**config.mk**
```make
export PLATFORM = sky130hd
export DESIGN_NAME = mem_stage
export DESIGN_NICKNAME = d
export VERILOG_FILES = /design/src/rtl/mem_stage.sv
export SDC_FILE = /design/constraint.sdc
export NUM_CORES = 1
export LEC_CHECK = 0
export ABC_AREA = 1
export CORE_MARGIN = 5
export CORE_UTILIZATION = 32
export CTS_CLUSTER_SIZE = 20
export DETAILED_ROUTE_END_ITERATION = 8
export GPL_ROUTABILITY_DRIVEN = 0
export PLACE_DENSITY = 0.85
export SETUP_SLACK_MARGIN = 0.05
export SLEW_MARGIN = 20
export SYNTH_ARGS = -nofsm -noshare
export SYNTH_HDL_FRONTEND = slang
export SYNTH_SLANG_ARGS = --single-unit
```
**constraint.sdc**
```tcl
create_clock -name CLK -period 1.5 [get_ports CLK]
set_input_delay 0.225 -clock CLK [delete_from_list [all_inputs] [get_ports CLK]]
set_output_delay 0.225 -clock CLK [all_outputs]
set_load 0.02 [all_outputs]
```
**src/rtl/mem_stage.sv**
```systemverilog
// Memory-access stage: issues data-cache requests, stalls until dhit, and holds load data until MEM/WB advances.
// Define MEM_STAGE_LLSC_EN to add LL/SC support (ll_i/sc_i ports plus a link register).
module mem_stage #(
  parameter int WORD_W = 32
) (
  input  logic              CLK,
  input  logic              nRST,
  input  logic              valid_i,
  input  logic              memREN_i,
  input  logic              memWEN_i,
  input  logic [WORD_W-1:0] aluout_i,
  input  logic [WORD_W-1:0] storedata_i,
  input  logic              halt_i,
  input  logic              advance_i,
  input  logic              flush_i,
`ifdef MEM_STAGE_LLSC_EN
  input  logic              ll_i,
  input  logic              sc_i,
`endif
  input  logic              dhit,
  input  logic [WORD_W-1:0] dmemload,
  output logic              dmemREN,
  output logic              dmemWEN,
  output logic [WORD_W-1:0] dmemaddr,
  output logic [WORD_W-1:0] dmemstore,
  output logic [WORD_W-1:0] dmemload_o,
  output logic [WORD_W-1:0] aluout_o,
  output logic              mem_stall,
  output logic              halt_o
);

  typedef enum logic [1:0] {IDLE, REQ, DONE} state_t;

  state_t            state;
  logic [WORD_W-1:0] capture;
  logic              access;
  logic              issue;
  logic              complete;
  logic              sc_fail;

  assign access = valid_i & (memREN_i | memWEN_i);

`ifdef MEM_STAGE_LLSC_EN
  logic              link_vld;
  logic [WORD_W-1:0] link_addr;
  logic              is_sc;
  logic              sc_ok;

  assign is_sc   = valid_i & memWEN_i & sc_i;
  assign sc_ok   = link_vld & (link_addr == aluout_i);
  assign sc_fail = is_sc & ~sc_ok;
`else
  assign sc_fail = 1'b0;
`endif

  // A failed SC never touches the cache, so it completes in IDLE without stalling.
  assign issue    = access & ~flush_i & ~sc_fail;
  assign complete = (((state == IDLE) & issue) | (state == REQ)) & dhit;

  always_comb begin
    dmemREN    = 1'b0;
    dmemWEN    = 1'b0;
    mem_stall  = 1'b0;
    dmemload_o = dmemload;
    case (state)
      IDLE: begin
        dmemREN   = issue & memREN_i;
        dmemWEN   = issue & memWEN_i;
        mem_stall = issue & ~dhit;
      end
      REQ: begin
        dmemREN   = valid_i & memREN_i;
        dmemWEN   = valid_i & memWEN_i;
        mem_stall = ~dhit;
      end
      DONE: begin
        dmemload_o = capture;
      end
      default: begin
        dmemREN = 1'b0;
      end
    endcase
  end

  assign dmemaddr  = aluout_i;
  assign dmemstore = storedata_i;
  assign halt_o    = halt_i & valid_i & ~mem_stall;

`ifdef MEM_STAGE_LLSC_EN
  assign aluout_o = is_sc ? {{(WORD_W-1){1'b0}}, sc_ok} : aluout_i;
`else
  assign aluout_o = aluout_i;
`endif

  always_ff @(posedge CLK or negedge nRST) begin
    if (!nRST) begin
      state   <= IDLE;
      capture <= '0;
    end else begin
      case (state)
        IDLE: begin
          if (issue & ~dhit) begin
            state <= REQ;
          end else if (issue & dhit & ~advance_i) begin
            state   <= DONE;
            capture <= dmemload;
          end
        end
        REQ: begin
          // Flush is deliberately ignored here: the cache access must finish.
          if (dhit) begin
            if (advance_i) begin
              state <= IDLE;
            end else begin
              state   <= DONE;
              capture <= dmemload;
            end
          end
        end
        DONE: begin
          if (advance_i | flush_i) state <= IDLE;
        end
        default: state <= IDLE;
      endcase
    end
  end

`ifdef MEM_STAGE_LLSC_EN
  // SC clears the link only when it leaves the stage, so aluout_o stays valid while held in DONE.
  always_ff @(posedge CLK or negedge nRST) begin
    if (!nRST) begin
      link_vld  <= 1'b0;
      link_addr <= '0;
    end else if (complete & memREN_i & ll_i) begin
      link_vld  <= 1'b1;
      link_addr <= aluout_i;
    end else if (complete & memWEN_i & ~sc_i & (link_addr == aluout_i)) begin
      link_vld <= 1'b0;
    end else if (is_sc & advance_i & ~mem_stall & ((state == REQ) | ~flush_i)) begin
      link_vld <= 1'b0;
    end
  end
`endif

endmodule

```
==> results_dict.tcl, run 1 <==
set metrics [dict create \
    grt_max_degree 35 \
    max_freq_mhz 613 \
    placed_cells 462 \
    fillers 809 \
    p_comb_frac 0.644 \
    synth_cell_types 18 \
    grt_usage 0.132 \
    rsz0062_at_grt "true" \
    maxSlewViolCount 0 \
    setup-violations-final 36 \
    dp_hpwl_um 4770 \
    synth_edf_count 0 \
    reg2reg_depth 7 \
    p_sw_mw 3.01 \
    core_sq_um 8090 \
    ios 237 \
    cts_tree "done" \
    period_needed_ns 1.63 \
    power.density_nw_per_um2 1950 \
    fin_crit_sh 1.09 \
    clock_skew_ns 0.00633 \
    synth_commonest_cells "nand2_1, buf_4, dfrtp_1" \
    syn_inst 368 \
    synth_nets 473 \
    drive_above_1_share 0.378 \
    die_height_um 100 \
    violations "setup timing" \
    cp_cell_sequence "nor2_4 -> buf_6 -> buf_16 -> nand2_2 -> nand2_2 -> buf_6" \
    nNetsFinal 480 \
    holdPathStages 0 \
    synth_area_leaders "dfrtp_1, buf_4, nand2_1, nand4_1, buf_2" \
    synth_most_common_cell "nand2_1" \
    place.port_buffers 76 \
    viasPerCell 4.77 \
    power.share.switching 0.447 \
    fp.dieW_um 100 \
    slowest_stage "dfrtp_1" \
    diodes 0 \
    cts_root_buf "clkbuf_8" \
    ir_worst_vdd_mv 0.895 \
    wl_per_cell_um 15.4 \
    p_leak_nw 1.80 \
    pwr-share-seq 0.251 \
    tns_ns -4.12 \
    worstSetupPathDepth 6 \
    synthArstFlopShare 1.00 \
    ys.flop_type "dfrtp_1" \
    overflow 0 \
    seq_area_sq_um 851 \
    antenna_left 0 \
    vias 2294 \
    pwr-share-clk 0.105 \
    rows 33 \
    synth.avg_cell_area_sq_um 7.12 \
    htreeDepth 2 \
    cts_made_buffers 5 \
    hold_path_class "primary input to output pin" \
    path_buf_inv 3 \
    preCtsSetupSlack_ns -0.540 \
    start_util 0.324 \
    drt_iter0_drc 96 \
    cts_buffer_depth 2 \
    synth_seq_cells 34 \
    cp-end-kind "output pin" \
    die-area_sq_um 10100 \
    clock_latency_ns 0.28 \
    power_mw 6.75 \
    synth_area_sq_um 2620 \
    wl_um 7410 \
    finalHoldViolCount 0 \
    yosysSeqAreaShare 0.325 \
    worst_slew_pin_slew_ns 0.445 \
    cp_max_fo 8 \
    multi_input_area_sq_um 1130 \
    slowest_delay_ns 0.42 \
    first_pass_iters 5 \
    cts_num_sinks 34 \
    instances_no_fill 481 \
    worstPathRequired_ns 1.27 \
    critPathKind "flip-flop to output pin" \
    grt_pass1_vias 2266 \
    area_growth_pct 32.1 \
    worstPathArrival_ns 1.41 \
    grt_pass1_wl_um 10700 \
    maxCapViolCount 0 \
    final_util 0.428 \
    antenna_found_initial 0 \
    setup_ws_ns -0.132 \
    yosysWarnings 0 \
    start_kind "flip-flop" \
    synth_largest_area_cell "dfrtp_1" \
    drc_errors 0 \
    path_delay_family "flip-flops" \
    maxSlewHeadroom 0.703 \
    clk_pin_slew_ns 0.07 \
    synth_top_area_frac 0.325 \
    intPower_mw 3.74 \
    status "complete, but fails checks" \
]
-- layer usage --
| metal | routed length, um | global-route usage |
|---|---|---|
| met2 | 3710 | 0.217 |
| met4 | 259 | 0.0777 |
| met5 | 0 | 0 |
| met3 | 545 | 0.0443 |
| met1 | 2900 | 0.147 |
-- worst paths after layout --
path                         startpoint            end  slack (ns)
setup / recovery               state[0]  dmemload_o[5]       -0.13
hold / removal             aluout_i[19]   aluout_o[19]        0.45
setup reg to reg               state[1]     capture[6]        0.18
hold reg to reg             capture[30]    capture[30]        0.48
max in group asynchronous          nRST    capture[22]        0.69
min in group asynchronous          nRST    capture[13]        0.50
-- final cells by class --
cell class                      instances  area share
Tap cell                              105      0.0379
Clock inverter                          1     0.00145
Multi-Input combinational cell        214       0.326
Clock buffer                            7      0.0249
Inverter                                6     0.00651
Timing Repair Buffer                  114       0.357
Sequential cell                        34       0.246
-- cell usage in the layout, fill, tap and decap left out, drive strengths merged --
master | Yosys | final
inv | 6 | 6
nand3 | 3 | 3
clkinv | 0 | 1
a21oi | 1 | 1
dlygate4sd3 | 0 | 1
nor2 | 8 | 8
buf | 109 | 72
clkbuf | 5 | 9
dfrtp | 34 | 34
nand4 | 33 | 33
clkdlybuf4s50 | 0 | 39
a22o | 1 | 1
nand2 | 168 | 168
-- registers in the layout (all words and copies together) (netlist names) --
name     count
state        2
capture     32
-- power by group through the flow --
stage          logic [mW]  registers, mW  clock network (mW)
6_report             4.34           1.70               0.707
4_1_cts              3.99           1.62               0.731
2_1_floorplan        2.38           1.55                   0
3_5_place_dp         3.53           1.61                   0
3_3_place_gp         3.43           1.58                   0
5_1_grt              4.70           1.75               0.759
-- through the flow --
stage          hold WS (ns)  cell area, sq um
2_1_floorplan       -0.0706              2620
4_1_cts               0.450              3220
3_5_place_dp          0.286              2960
5_1_grt               0.450              3460
6_report              0.450              3460
3_3_place_gp          0.276              2960
-- repair_timing --
action,CTS,global route
endpoints found under the setup margin,68,68
hold buffers,1,0
cloned,2,2
gates resized for setup,227,59
pin swaps,7,23
endpoints found under the hold margin,34,0
buffers inserted,4,2
-- worst reg2reg max path, stage by stage, from the launching register on --
cell and delay (ns):
dfrtp_1 0.40, inv_2 0.09, buf_4 0.12, nand3_4 0.10, buf_12 0.15, buf_4 0.17
nand4_1 0.11, nand2_1 0.06
-- cell families (layout without fill, tap and decap cells) --
logic type,Yosys count,count (layout),synth area share
AND/OR/NAND/NOR,212,212,0.346
flip-flops,34,34,0.325
buffers and inverters,120,128,0.322
AO/OA/AOI/OAI,2,2,0.00669
Note: power is estimated with default switching activity, not from simulation.
==> inputs of run 2 (changes only) <==
--- a/config.mk
+++ b/config.mk
@@ -6,11 +6,13 @@
 export NUM_CORES = 1
 export LEC_CHECK = 0
 export ABC_AREA = 1
+export CORE_ASPECT_RATIO = 2
 export CORE_MARGIN = 5
 export CORE_UTILIZATION = 32
 export CTS_CLUSTER_SIZE = 20
 export DETAILED_ROUTE_END_ITERATION = 8
 export GPL_ROUTABILITY_DRIVEN = 0
+export MAX_ROUTING_LAYER = met4
 export PLACE_DENSITY = 0.85
 export SETUP_SLACK_MARGIN = 0.05
 export SLEW_MARGIN = 20
==> run 2 against run 1 <==
Effect of this change: the run still ends with setup timing left; critical path depth up 1; design area grew 6.5%; wire length is 30% higher; worst setup slack worse by 0.013 ns; fmax shrank 0.77%; clock-buffer cell count is the same; die area grew 1.1%; global-route usage is 6.0 points higher.
==> results_dict.tcl, run 2 (synthesis gave the netlist of run 1 again) <==
set metrics [dict create \
    final_cell_mix "nand2_1, clkdlybuf4s50_1, buf_4, buf_6, dfrtp_1" \
    finalHoldViolCount 0 \
    power.share.switching 0.419 \
    crit_path_start "state[0]" \
    maxCapViolCount 0 \
    worstPathRequired_ns 1.27 \
    grt_pass1_wl_um 13700 \
    p_leak_nw 1.91 \
    drc_errors 0 \
    fin_crit_sh 1.10 \
    viasPerCell 4.98 \
    worstPathArrival_ns 1.42 \
    ir_worst_vdd_mv 1.44 \
    largest_reg_flops 32 \
    final_common_cell "nand2_1" \
    maxSlewHeadroom 0.693 \
    drive_above_1_share 0.356 \
    diodes 0 \
    ios 237 \
    grt_max_degree 35 \
    dr.max_layer_used "met4" \
    intPower_mw 4.27 \
    preCtsSetupSlack_ns -0.590 \
    p_sw_mw 3.09 \
    die_height_um 138 \
    grt_pass1_vias 2564 \
    max_freq_mhz 608 \
    core_sq_um 7940 \
    worst_slew_pin_slew_ns 0.460 \
    tns_ns -4.35 \
    dp_hpwl_um 5940 \
    htreeDepth 2 \
    power.density_nw_per_um2 2000 \
    p_comb_frac 0.640 \
    wl_um 9630 \
    antenna_left 0 \
    reg2reg_from "state[0]" \
    setup_ws_ns -0.145 \
    rows 46 \
    cts_tree "done" \
    start_util 0.330 \
    cts_buffer_depth 2 \
    grt_usage 0.192 \
    die-area_sq_um 10200 \
    vias 2437 \
    fillers 746 \
    violations "setup timing" \
    status "complete, but fails checks" \
    hp-start "aluout_i[13]" \
    cts_num_sinks 34 \
    antenna_found_initial 0 \
    period_needed_ns 1.64 \
    clk_pin_slew_ns 0.05 \
    drt_iter0_drc 91 \
    wl_per_cell_um 19.7 \
    area_growth_pct 40.8 \
    rsz0062_at_grt "true" \
    cp-end-kind "output pin" \
    cts_root_buf "clkbuf_16" \
    critPathKind "flip-flop to output pin" \
    final_util 0.464 \
    cp_max_fo 10 \
    met3_length_um 1150 \
    setup-violations-final 36 \
    wl_met2_um 4830 \
    wl_met1_um 2680 \
    reg_top3 "capture x32, state x2" \
    pwr-share-clk 0.140 \
    cts_made_buffers 5 \
    overflow 0 \
    pwr-share-seq 0.220 \
    largest-register "capture" \
    place.port_buffers 76 \
    seq_area_sq_um 851 \
    clock_latency_ns 0.28 \
    multi_input_area_sq_um 1070 \
    rrSetupSlack_ns 0.06 \
    hold_path_class "primary input to output pin" \
    first_pass_iters 4 \
    fp.dieW_um 74.0 \
    maxSlewViolCount 0 \
    clock_skew_ns 0.00489 \
    start_kind "flip-flop" \
    nNetsFinal 497 \
]
## run 2: worst paths after layout
path,to,depth (start not counted)
max reg2reg,capture[21],8
min,aluout_o[13],0
min reg2reg,capture[28],2
max in group asynchronous,capture[21],3
max,dmemload_o[0],7
min in group asynchronous,capture[14],3
## run 2: power groups by stage
stage                     sequential [mW]  clock (mW)  combinational [mW]
final                                1.62        1.03                4.71
after global routing                 1.67        1.10                5.08
after CTS                            1.59        1.06                4.47
after detailed placement             1.60           0                3.57
after global placement               1.58           0                3.49
after floorplan                      1.55           0                2.38
## run 2: critical path, stage by stage (launching register included)
cell and delay [ns]:
dfrtp_1 0.40, nor2_4 0.16, buf_6 0.13, inv_8 0.05
buf_12 0.14, nand2_1 0.06, nand2_1 0.06, buf_6 0.13
## run 2: per-layer routing
layer  vias to the layer above  GRT usage
met2                       112      0.304
met5                         -          -
li1                       1121          -
met4                         0      0.202
met1                      1107      0.163
met3                        97     0.0653
## run 2: what timing repair did
action | 4_1_cts | 5_1_grt
resized for setup | 241 | 30
hold buffers | 1 | 0
buffers inserted | 6 | 3
cloned | 6 | 2
endpoints found under the setup margin | 69 | 63
pin swaps | 8 | 6
hold endpoints to repair | 20 | 0
## run 2: layout make-up
type                    instances  share of cell area
flip-flops and latches         34               0.231
repair buffers                131               0.399
multi-input cells             214               0.289
clock inverters                 1             0.00136
well taps                      96              0.0326
clock buffers                   7              0.0387
inverters                       6             0.00814
## run 2: stage by stage
stage               hold slack, ns  instances  area, sq um  total power, mW
floorplan                  -0.0706        368         2620             3.93
global placement             0.277        465         3050             5.07
detailed placement           0.294        465         3050             5.18
CTS                          0.450        485         3530             7.13
global route                 0.450        489         3690             7.85
finish                       0.450        489         3690             7.36
